==> config.mk <==
export PLATFORM = sky130hd
export DESIGN_NAME = pio_in
export DESIGN_NICKNAME = d
export VERILOG_FILES = /design/src/rtl/pio_in.sv
export SDC_FILE = /design/constraint.sdc
export NUM_CORES = 1
export LEC_CHECK = 0
export ABC_AREA = 1
export BUFFER_PORTS_ARGS = -buffer_cell sky130_fd_sc_hd__buf_4
export CAP_MARGIN = 20
export CORE_MARGIN = 5
export CORE_UTILIZATION = 30
export CTS_BUF_LIST = sky130_fd_sc_hd__clkbuf_16
export CTS_CLUSTER_DIAMETER = 100
export DETAILED_ROUTE_END_ITERATION = 16
export MAX_ROUTING_LAYER = met4
export PLACE_DENSITY = 0.45
export SETUP_SLACK_MARGIN = 0.3
export SYNTH_ARGS = -nofsm -noshare
export SYNTH_HDL_FRONTEND = slang
export SYNTH_SLANG_ARGS = --single-unit
==> constraint.sdc <==
create_clock -name clk -period 1.65 [get_ports clk]
set_clock_uncertainty 0.15 [all_clocks]
set_input_delay 0.2475 -clock clk [delete_from_list [all_inputs] [get_ports clk]]
set_output_delay 0.2475 -clock clk [all_outputs]
set_load 0.02 [all_outputs]
==> src/rtl/pio_in.sv <==
// Read-side parallel I/O port: synchronizes and debounces board switches
// and buttons, latches sticky press/change events, and returns them to the
// CPU over a strobed register read with an event-pending interrupt.
module pio_in #(
  parameter int TICK_DIV = 500000,
  parameter int N_SW     = 16,
  parameter int N_BTN    = 5
) (
  input  logic              clk,
  input  logic              rst,
  input  logic              EN,
  input  logic [1:0]        addr,
  input  logic [N_SW-1:0]   SW_in,
  input  logic [N_BTN-1:0]  BTN_in,
  output logic [31:0]       PData_out,
  output logic              rd_valid,
  output logic              irq
);

  localparam int CW = $clog2(TICK_DIV);

  logic [N_SW-1:0]       sw_s1_q, sw_s2_q;
  logic [N_BTN-1:0]      btn_s1_q, btn_s2_q;
  logic [CW-1:0]         cnt_q, cnt_d;
  logic                  tick;
  logic [N_SW-1:0][2:0]  sw_hist_q, sw_hist_d;
  logic [N_BTN-1:0][2:0] btn_hist_q, btn_hist_d;
  logic [N_SW-1:0]       sw_stable_q, sw_stable_d;
  logic [N_BTN-1:0]      btn_stable_q, btn_stable_d;
  logic [N_BTN-1:0]      btn_event_q, btn_event_d;
  logic                  sw_chg_q, sw_chg_d;
  logic [N_BTN-1:0]      btn_clr;
  logic                  sw_clr;
  logic [31:0]           rd_data;
  logic [31:0]           pdata_d;
  logic                  irq_d;

  // Two-flop synchronizer on every raw input bit
  always_ff @(posedge clk) begin
    if (rst) begin
      sw_s1_q  <= '0;
      sw_s2_q  <= '0;
      btn_s1_q <= '0;
      btn_s2_q <= '0;
    end else begin
      sw_s1_q  <= SW_in;
      sw_s2_q  <= sw_s1_q;
      btn_s1_q <= BTN_in;
      btn_s2_q <= btn_s1_q;
    end
  end

  // Prescaler next count; tick marks the last count of each sample period
  always_comb begin
    tick  = (cnt_q == CW'(TICK_DIV - 1));
    cnt_d = tick ? '0 : cnt_q + CW'(1);
  end

  // Debounce: shift synced level into history on tick, commit on 3 agreeing samples
  always_comb begin
    sw_hist_d    = sw_hist_q;
    sw_stable_d  = sw_stable_q;
    btn_hist_d   = btn_hist_q;
    btn_stable_d = btn_stable_q;
    if (tick) begin
      for (int i = 0; i < N_SW; i++) begin
        sw_hist_d[i] = {sw_hist_q[i][1:0], sw_s2_q[i]};
        if (sw_hist_d[i] == 3'b111)      sw_stable_d[i] = 1'b1;
        else if (sw_hist_d[i] == 3'b000) sw_stable_d[i] = 1'b0;
      end
      for (int i = 0; i < N_BTN; i++) begin
        btn_hist_d[i] = {btn_hist_q[i][1:0], btn_s2_q[i]};
        if (btn_hist_d[i] == 3'b111)      btn_stable_d[i] = 1'b1;
        else if (btn_hist_d[i] == 3'b000) btn_stable_d[i] = 1'b0;
      end
    end
  end

  // Read decode; read data reflects pre-update event state
  always_comb begin
    rd_data = '0;
    case (addr)
      2'd0: rd_data = {{(32-N_SW){1'b0}}, sw_stable_q};
      2'd1: rd_data = {{(32-N_BTN){1'b0}}, btn_event_q};
      2'd2: rd_data = {{(32-N_BTN){1'b0}}, btn_stable_q};
      2'd3: rd_data = {30'b0, sw_chg_q, |btn_event_q};
      default: rd_data = '0;
    endcase
    btn_clr = (EN && addr == 2'd1) ? btn_event_q : '0;
    sw_clr  = EN && (addr == 2'd3);
    pdata_d = EN ? rd_data : PData_out;
  end

  // Sticky events: set terms are OR'd after the clear so a new event is never lost
  always_comb begin
    btn_event_d = (btn_event_q & ~btn_clr) | (btn_stable_d & ~btn_stable_q);
    sw_chg_d    = (sw_chg_q & ~sw_clr) | (|(sw_stable_d ^ sw_stable_q));
    irq_d       = (|btn_event_q) | sw_chg_q;
  end

  // State, event and bus-output registers
  always_ff @(posedge clk) begin
    if (rst) begin
      cnt_q        <= '0;
      sw_hist_q    <= '0;
      btn_hist_q   <= '0;
      sw_stable_q  <= '0;
      btn_stable_q <= '0;
      btn_event_q  <= '0;
      sw_chg_q     <= 1'b0;
      PData_out    <= '0;
      rd_valid     <= 1'b0;
      irq          <= 1'b0;
    end else begin
      cnt_q        <= cnt_d;
      sw_hist_q    <= sw_hist_d;
      btn_hist_q   <= btn_hist_d;
      sw_stable_q  <= sw_stable_d;
      btn_stable_q <= btn_stable_d;
      btn_event_q  <= btn_event_d;
      sw_chg_q     <= sw_chg_d;
      PData_out    <= pdata_d;
      rd_valid     <= EN;
      irq          <= irq_d;
    end
  end

endmodule

# Word level (Yosys, flattened, before mapping)
# Index checks and enable logic that the tools add are counted.
# Widths: inputs -> output; s select.
[totals] output_inout_bits=34 elab_cells=142 register_bits=164 latch_bits=0 ramBits=0 mem_count=0 mem_bits_ro=0 input_bits=26
[classes] eq_ne=25 n_addsub=1 multipliers=0 bitwise=10 mux=46 n_shift=0 n_reduce_logical=27 div=0 n_lt_le_gt_ge=0
[op_table] op="$pmux 32 s4" count=1
[op_table] op="$eq 3x3->1 const B" count=21
[op_table] op="$logic_not 3->1" count=21
[op_table] op="$mux 1" count=42
[op_table] op="$add 19x1->19 const B" count=1
[op_table] op="$eq 19x19->1 const B" count=1
[op_table] op="$mux 16" count=1
[op_table] op="$reduce_or 16->1" count=1
[op_table] op="$xor 16x16->16" count=1
[op_table] op="$and 5x5->5" count=2
[op_table] op="$mux 5" count=2
[op_table] op="$not 5->5" count=2
[op_table] op="$or 5x5->5" count=1
[op_table] op="$reduce_or 5->1" count=1
[op_table] op="$eq 2x2->1 const B" count=2
[op_table] op="$eq 2x1->1 const B" count=1
[op_table] op="$logic_and 1x1->1" count=2
[op_table] op="$logic_not 2->1" count=1
[op_table] op="$or 1x1->1" count=2
[op_table] op="$reduce_or 2->1" count=1
[op_table] op="$and 1x1->1" count=1
[op_table] op="$not 1->1" count=1

# Depth between registers and ports, before layout
# Gate-level depths: netlist of the first run.
[logic_depth] ltp_word=7 ltp_mapped=14 depth_no_buf=13

# Least setup slack after synthesis of the first run
# No wires, ideal clock.
[synth_path] path_kind="register to register" from="register cnt_q[0]" to="register btn_stable_q[0]" t_required_ns=1.372 arrival_ns=1.550 path_slack_ns=-0.177 synth_period_minus_slack_ns=1.827 setup_ns=0.128 path_stages_with_launch=12 path_buffers=1 cell_sequence="dfxtp_1 -> ha_1 -> nand2_2 -> nor2_4 -> nand2_1 -> nor2_4 -> nand2_2 -> inv_2 -> buf_4 -> nand3_1 -> a21oi_1 -> nor2_1"
[synth_between] elab_chain_len=2
[synth_rtl] item="start: declaration" line_no="24" text="logic [CW-1:0] cnt_q, cnt_d;"
[synth_rtl] item="start signal: assignment" line_no="115" text="cnt_q <= cnt_d;"
[synth_rtl] item="$eq 19x19->1" line_no="55" text="tick = (cnt_q == CW'(TICK_DIV - 1));"
[synth_rtl] item="$mux 5" line_no="65" text="if (tick) begin"
[synth_rtl] item="end signal: assignment" line_no="119" text="btn_stable_q <= btn_stable_d;"
[synth_rtl] item="end: declaration" line_no="29" text="logic [N_BTN-1:0] btn_stable_q, btn_stable_d;"
# Every way passes these cells.
# A chain may end at the register's enable or synchronous reset.

# Worst setup path after layout of the first run
[layout_path] from="register cnt_q[0]" to="register sw_chg_q"
[layout_between] elab_chain_len=5
[layout_rtl] item="$eq 19x19->1" line_no="55"
[layout_rtl] item="$mux 16" line_no="65"
[layout_rtl] item="$xor 16x16->16" line_no="97" text="sw_chg_d = (sw_chg_q & ~sw_clr) | (|(sw_stable_d ^ sw_stable_q));"
[layout_rtl] item="$reduce_or 16->1" line_no="97"
[layout_rtl] item="$or 1x1->1" line_no="97"
[layout_rtl] item="end signal: assignment" line_no="121" text="sw_chg_q <= sw_chg_d;"
[layout_rtl] item="end: declaration" line_no="31" text="logic sw_chg_q, sw_chg_d;"
# Every way passes these cells.

==> results.json, run 1 <==
{
  "crit_required_ps": 1870,
  "netlist_top_cells_area": "dfxtp_1, nor2_1, inv_1, a21oi_1, nand2_1",
  "drt_iter0_markers": 239,
  "regToRegSetupSlack_ps": -250,
  "use_met1_pct": 18.31,
  "internal_power_uw": 5719,
  "worstReg2RegStart": "cnt_q[0]",
  "violations": "negative setup slack",
  "min-delay-start": "EN",
  "finalSetupTns_ps": -12490,
  "clk_pin_slew_ps": 60,
  "root_buffer": "clkbuf_16",
  "global_route.usage.met2_pct": 21.18,
  "hold_slack_ps": 72.36,
  "final_hold_viol_count": 0,
  "pre_cts_ws_ps": -307.8,
  "maxCapViolCount": 0,
  "multi_input_area_um2": 2725,
  "p_leak_uw": 0.003565,
  "grt-busiest-layer": "met2",
  "rows": 52,
  "io_pins": 60,
  "swShare_pct": 23.82,
  "synth_warnings": 0,
  "first_global_vias": 5278,
  "start_kind": "flop",
  "cts_buffers": 17,
  "fin_ws_ps": -248.6,
  "wl_per_cell_um": 12.19,
  "crit_top_cell": "nor2_1",
  "routed-via-count": 5514,
  "drc": 0,
  "synthCells": 841,
  "p_seq_share_pct": 49.1,
  "io_buffers": 43,
  "antenna_cells": 0,
  "p_clk_share_pct": 45.4,
  "die_w_um": 153.6,
  "syn_avg_cell_area_um2": 7.352,
  "grt_antenna_before_repair": 0,
  "peakVddDrop_v": 0.0005731,
  "cts_tree": "built",
  "p_comb_share_pct": 5.5,
  "grt_pass1_wl_mm": 25.95,
  "drive_gt1_share_pct": 24.43,
  "clock_latency_ps": 420,
  "core_um2": 20230,
  "netlist.area_leader.share_pct": 47.92,
  "yosysTopAreaCell": "dfxtp_1",
  "hpwl_mm": 11.16,
  "overflow": 0,
  "setup_violations": 88,
  "p_sw_uw": 1788,
  "clock.fmax_ghz": 0.5267,
  "crit_path_top_delay_cell": "dfxtp_2",
  "period_needed_ps": 1899,
  "clock_sinks": 148,
  "crit_chain": "ha_4 -> nand2_4 -> nor2_4 -> buf_4 -> buf_4 -> inv_1 -> nor2_1 -> nand3_2 -> nor3_1 -> nor2_1 -> nand2_1 -> nor2_1 -> nand3_1 -> nand2_1 -> inv_1",
  "hold_depth": 4,
  "synth-seq-cells": 148,
  "wl_mm": 15.57,
  "initial_core_util_pct": 30.56,
  "min_period_over_period_pct": 115.1,
  "hold_class": "in -> reg",
  "yosysSeqAreaShare_pct": 47.92,
  "area_growth_pct": 36.58,
  "antenna_left": 0,
  "grtUsageTotal_pct": 13.96,
  "fillerInstances": 2090,
  "whs_endpoint": "rd_valid",
  "reg2reg_depth": 15,
  "synth_cell_types": 31,
  "post-route-util_pct": 41.74,
  "nets": 1021,
  "die_area_um2": 23580,
  "htree_levels": 4,
  "critical_path.max_stage_delay_ps": 360,
  "syn_area_um2": 6183,
  "cp_max_fo": 3,
  "slew_viol_final": 0,
  "pwr_density_cell_nw_per_um2": 888.9,
  "clk_path_buf_depth": 2,
  "worstSetupPathType": "reg -> reg",
  "status": "finished with violations",
  "viasPerCell": 4.318,
  "final-seq-area_um2": 2973,
  "worst_r2r_endpoint": "sw_chg_q",
  "arrival_ps": 2120,
  "gp_congestion": 0.7871,
  "die_h_um": 153.6,
  "grt_max_degree": 60,
  "grtUsageMet3_pct": 3.457,
  "crit_path_end_kind": "flop",
  "dr.pass1.iters": 4,
  "rsz0062_at_grt": "yes"
}
## critical path: cells and delay by family, from the launching register on
family	cells	cell delay (ps)
simple gates	10	880
flops	1	360
buf+inv	4	300
fa+ha+maj	1	150
## placed cells by master (no fill, tap or decap), types with 3 or more instances in the layout
cell type / Yosys / final
nand2_1: 111 / 107
o21ai_1: 2 / 10
buf_4: 19 / 135
dfxtp_1: 148 / 140
inv_1: 124 / 125
nand4_1: 20 / 20
nor2_4: 4 / 6
a211oi_1: 10 / 8
buf_12: 0 / 4
nor2_2: 2 / 5
nand2_2: 4 / 7
nand3_1: 32 / 25
dlygate4sd3_1: 0 / 21
xor2_1: 7 / 7
nand3_2: 1 / 8
a21oi_2: 0 / 11
o21ai_0: 67 / 57
a21oi_1: 87 / 76
nor3_4: 2 / 3
dfxtp_2: 0 / 8
clkinv_1: 0 / 3
nor3_1: 16 / 14
clkinvlp_4: 0 / 5
nor2_1: 125 / 120
buf_6: 0 / 7
a31oi_1: 3 / 3
conb_1: 1 / 16
clkbuf_16: 0 / 17
nand3b_1: 7 / 7
inv_2: 7 / 7
## worst max-delay path by stage
stage	start	endpoint	depth (start not counted)
3_5_place_dp	cnt_q[14]	sw_chg_q	12
2_1_floorplan	cnt_q[1]	sw_chg_q	12
4_1_cts	cnt_q[0]	sw_chg_q	15
3_3_place_gp	cnt_q[14]	sw_chg_q	12
5_1_grt	cnt_q[0]	sw_chg_q	15
6_report	cnt_q[0]	sw_chg_q	15
## synth_stat cells, drive strengths merged
master and instances:
conb 1, buf 29, or2 2, a21oi 87, nand3b 7, clkbuf 21, nand2 115, o21ai 69
nand4 20, nor2 131, a221oi 1, nand3 33, ha 1, a211oi 10, nor3b 4, inv 131
nor3 19, nor4 2, xor2 7, a31oi 3, dfxtp 148
## state kept, by name, summed over array words and instances, names as in the netlist, 5 cells and up
name,cells
sw_s2_q,16
btn_hist_q,10
PData_out,16
btn_event_q,5
sw_stable_q,16
sw_s1_q,16
btn_s1_q,5
cnt_q,19
sw_hist_q,32
btn_s2_q,5
btn_stable_q,5
## repair_timing
action	CTS	global route
setup buffers	12	0
gates cloned	1	0
hold buffers	21	0
gates resized for setup	24	19
pin swaps	8	2
endpoints found under the setup margin	89	91
endpoints found under the hold margin	21	0
## area by class of cell
cell class / count / share of cell area, %
clock buffer: 17 / 5.037
sequential: 148 / 35.20
clock inverter: 15 / 1.096
inverter: 131 / 5.852
timing repair buffer: 168 / 16.55
tap: 270 / 4.000
multi-input combinational: 528 / 32.27
## metal layers
layer  wire length, um  up-vias  share of wire (%)
li1                  -     2954                  -
met1              7825     2451                 50
met2              6873       99                 44
met3               662       10                4.3
met4               203        0                1.3
met5                 0        -                  0
## power by group through the flow
stage | Clock (uW) | Combinational (uW) | Sequential, uW
6_report | 3410 | 414 | 3690
5_1_grt | 3710 | 462 | 3690
4_1_cts | 3530 | 417 | 3680
3_5_place_dp | 0 | 372 | 3760
3_3_place_gp | 0 | 375 | 3760
2_1_floorplan | 0 | 224 | 3780
## through the flow
stage | area, um^2 | std cells | total power, uW
5_1_grt | 8446 | 1277 | 7868
2_1_floorplan | 6379 | 856 | 4006
6_report | 8446 | 1277 | 7507
4_1_cts | 8379 | 1277 | 7627
3_5_place_dp | 7467 | 1211 | 4137
3_3_place_gp | 7467 | 1211 | 4138
## cell families after synthesis
family	share of synthesized area, %
and+or+nand+nor	24.20
AOI/OAI and AO/OA	14.29
other	0.06065
adders and majority gates	0.2023
xor gates and xnor gates	0.9915
buffers and inverters	12.34
DFF	47.92
Power figures use the tool's default switching activity.
==> run 2: changes to the inputs <==
- BUFFER_PORTS_ARGS: -buffer_cell sky130_fd_sc_hd__buf_4 -> unset
- CELL_PAD_IN_SITES_DETAIL_PLACEMENT: unset -> 2
- CELL_PAD_IN_SITES_GLOBAL_PLACEMENT: unset -> 2
- CORE_UTILIZATION: 30 -> 33
- DONT_BUFFER_PORTS: unset -> 1
- PLACE_DENSITY: 0.45 -> 0.72
==> results.json, run 2 (synthesized netlist as in run 1, its figures left out) <==
{
  "reg2reg_depth": 14,
  "p_leak_uw": 0.003998,
  "fin_ws_ps": -667.2,
  "cts_tree": "built",
  "clock.fmax_ghz": 0.4316,
  "status": "finished with violations",
  "use_met1_pct": 32.32,
  "first_global_vias": 7490,
  "layout_commonest_cell": "dfxtp_1",
  "rsz0062_at_grt": "yes",
  "clock_sinks": 148,
  "finalSetupTns_ps": -45110,
  "drc": 0,
  "io_buffers": 0,
  "internal_power_uw": 6077,
  "viasPerCell": 5.612,
  "final_cell_mix": "dfxtp_1, inv_1, nor2_1",
  "core_um2": 18580,
  "die_w_um": 146.9,
  "initial_core_util_pct": 33.28,
  "largest_reg_flops": 32,
  "crit_required_ps": 1870,
  "global_route.usage.met2_pct": 49.60,
  "largest_register": "sw_hist_q",
  "post-route-util_pct": 52.69,
  "crit_path_top_delay_cell": "dfxtp_1",
  "cp_max_fo": 4,
  "worstSetupPathType": "reg -> reg",
  "setup_violations": 88,
  "die_area_um2": 21580,
  "nets": 1031,
  "grt_antenna_before_repair": 0,
  "hold_class": "in -> reg",
  "min_period_over_period_pct": 140.4,
  "cp_num_cells": 14,
  "pre_cts_ws_ps": -413.7,
  "crit_chain": "inv_1 -> nand2_1 -> nor2_1 -> nand2_2 -> nor2_4 -> buf_12 -> buf_8 -> nand2_8 -> nor2_4 -> nand2_2 -> a21oi_4 -> buf_6 -> a21oi_2 -> nor2_1",
  "worst-path-buf-inv": 4,
  "cts_buffers": 17,
  "wl_per_cell_um": 29.37,
  "slew_viol_final": 0,
  "peakVddDrop_v": 0.0008373,
  "violations": "negative setup slack",
  "drt_iter0_markers": 492,
  "grt-busiest-layer": "met2",
  "p_sw_uw": 2227,
  "start_kind": "flop",
  "hpwl_mm": 13.95,
  "hold_slack_ps": 67.83,
  "overflow": 0,
  "dr.pass1.iters": 5,
  "die_h_um": 146.9,
  "clk_pin_slew_ps": 70,
  "routed-via-count": 7020,
  "gp_congestion": 0.7991,
  "period_needed_ps": 2317,
  "antenna_left": 0,
  "area_growth_pct": 58.32,
  "swShare_pct": 26.82,
  "arrival_ps": 2530,
  "grtUsageMet3_pct": 5.182,
  "grtUsageTotal_pct": 28.40,
  "drive_gt1_share_pct": 34.91,
  "htree_levels": 4,
  "clk_path_buf_depth": 2,
  "finalPower_uw": 8305,
  "pwr_density_cell_nw_per_um2": 848.3,
  "worst_slew_pin_slew_ps": 1227,
  "grt_max_degree": 60,
  "p_comb_share_pct": 6.1,
  "hold_depth": 5,
  "rows": 50,
  "final_hold_viol_count": 0,
  "maxCapViolCount": 0,
  "critical_path.max_stage_delay_ps": 330,
  "root_buffer": "clkbuf_16",
  "antenna_cells": 0,
  "io_pins": 60,
  "p_clk_share_pct": 48.9,
  "cp_top_family": "simple AND/OR/NAND/NOR gates",
  "p_seq_share_pct": 45.0,
  "top_regs": "sw_hist_q x32, cnt_q x19",
  "crit_path_end_kind": "flop",
  "clock_latency_ps": 450,
  "wl_mm": 36.74,
  "grt_pass1_wl_mm": 45.62,
  "max_slew_margin_pct": 18.06
}
-- run 2: worst min-delay path: cells and delay by family --
kind | cells | cell delay, ps
compound gates | 2 | 90
simple gates | 1 | 50
buf+inv | 2 | 230
-- run 2: what timing repair did --
| action | CTS | global route |
|---|---|---|
| hold buffers | 46 | 0 |
| gates cloned | 12 | 4 |
| endpoints found under the hold margin | 91 | 0 |
| gates resized for setup | 174 | 116 |
| endpoints found under the setup margin | 89 | 114 |
| pin swaps | 24 | 33 |
| buffers inserted | 27 | 23 |
-- run 2: cell type report --
type | count | area [um^2]
repair inverters | 1 | 11.26
clock inverters | 15 | 158.9
inverters | 131 | 506.7
multi-input cells | 528 | 3347
clock buffers | 17 | 425.4
flip-flops and latches | 148 | 2980
repair buffers | 177 | 2067
well taps | 234 | 292.8
fillers | 1930 | 8791
-- run 2: final timing paths --
check                    endpoint  slack [ps]         from
setup / recovery  btn_stable_q[2]        -670    cnt_q[12]
hold / removal           cnt_q[8]          70          rst
setup reg to reg  btn_stable_q[2]        -670    cnt_q[12]
hold reg to reg       sw_s2_q[12]         300  sw_s1_q[12]
-- run 2: per-layer routing --
layer / wire, um / share of wire [%]
met1: 14400 / 39
met2: 18680 / 51
met3: 1885 / 5.1
met4: 1774 / 4.8
met5: 0 / 0
-- run 2: power by group through the flow --
stage / Sequential [uW] / Clock [uW] / Combinational, uW
after floorplan: 3780 / 0 / 224
after global placement: 3800 / 0 / 224
after detailed placement: 3800 / 0 / 236
after CTS: 3720 / 3970 / 411
after global routing: 3740 / 4240 / 535
final: 3740 / 4060 / 507
-- run 2: stage by stage --
| step | cells | area, um^2 |
|---|---|---|
| floorplan | 856 | 6379 |
| global placement | 1107 | 6912 |
| detailed placement | 1107 | 6912 |
| CTS | 1224 | 9046 |
| global route | 1251 | 9789 |
| finish | 1251 | 9789 |
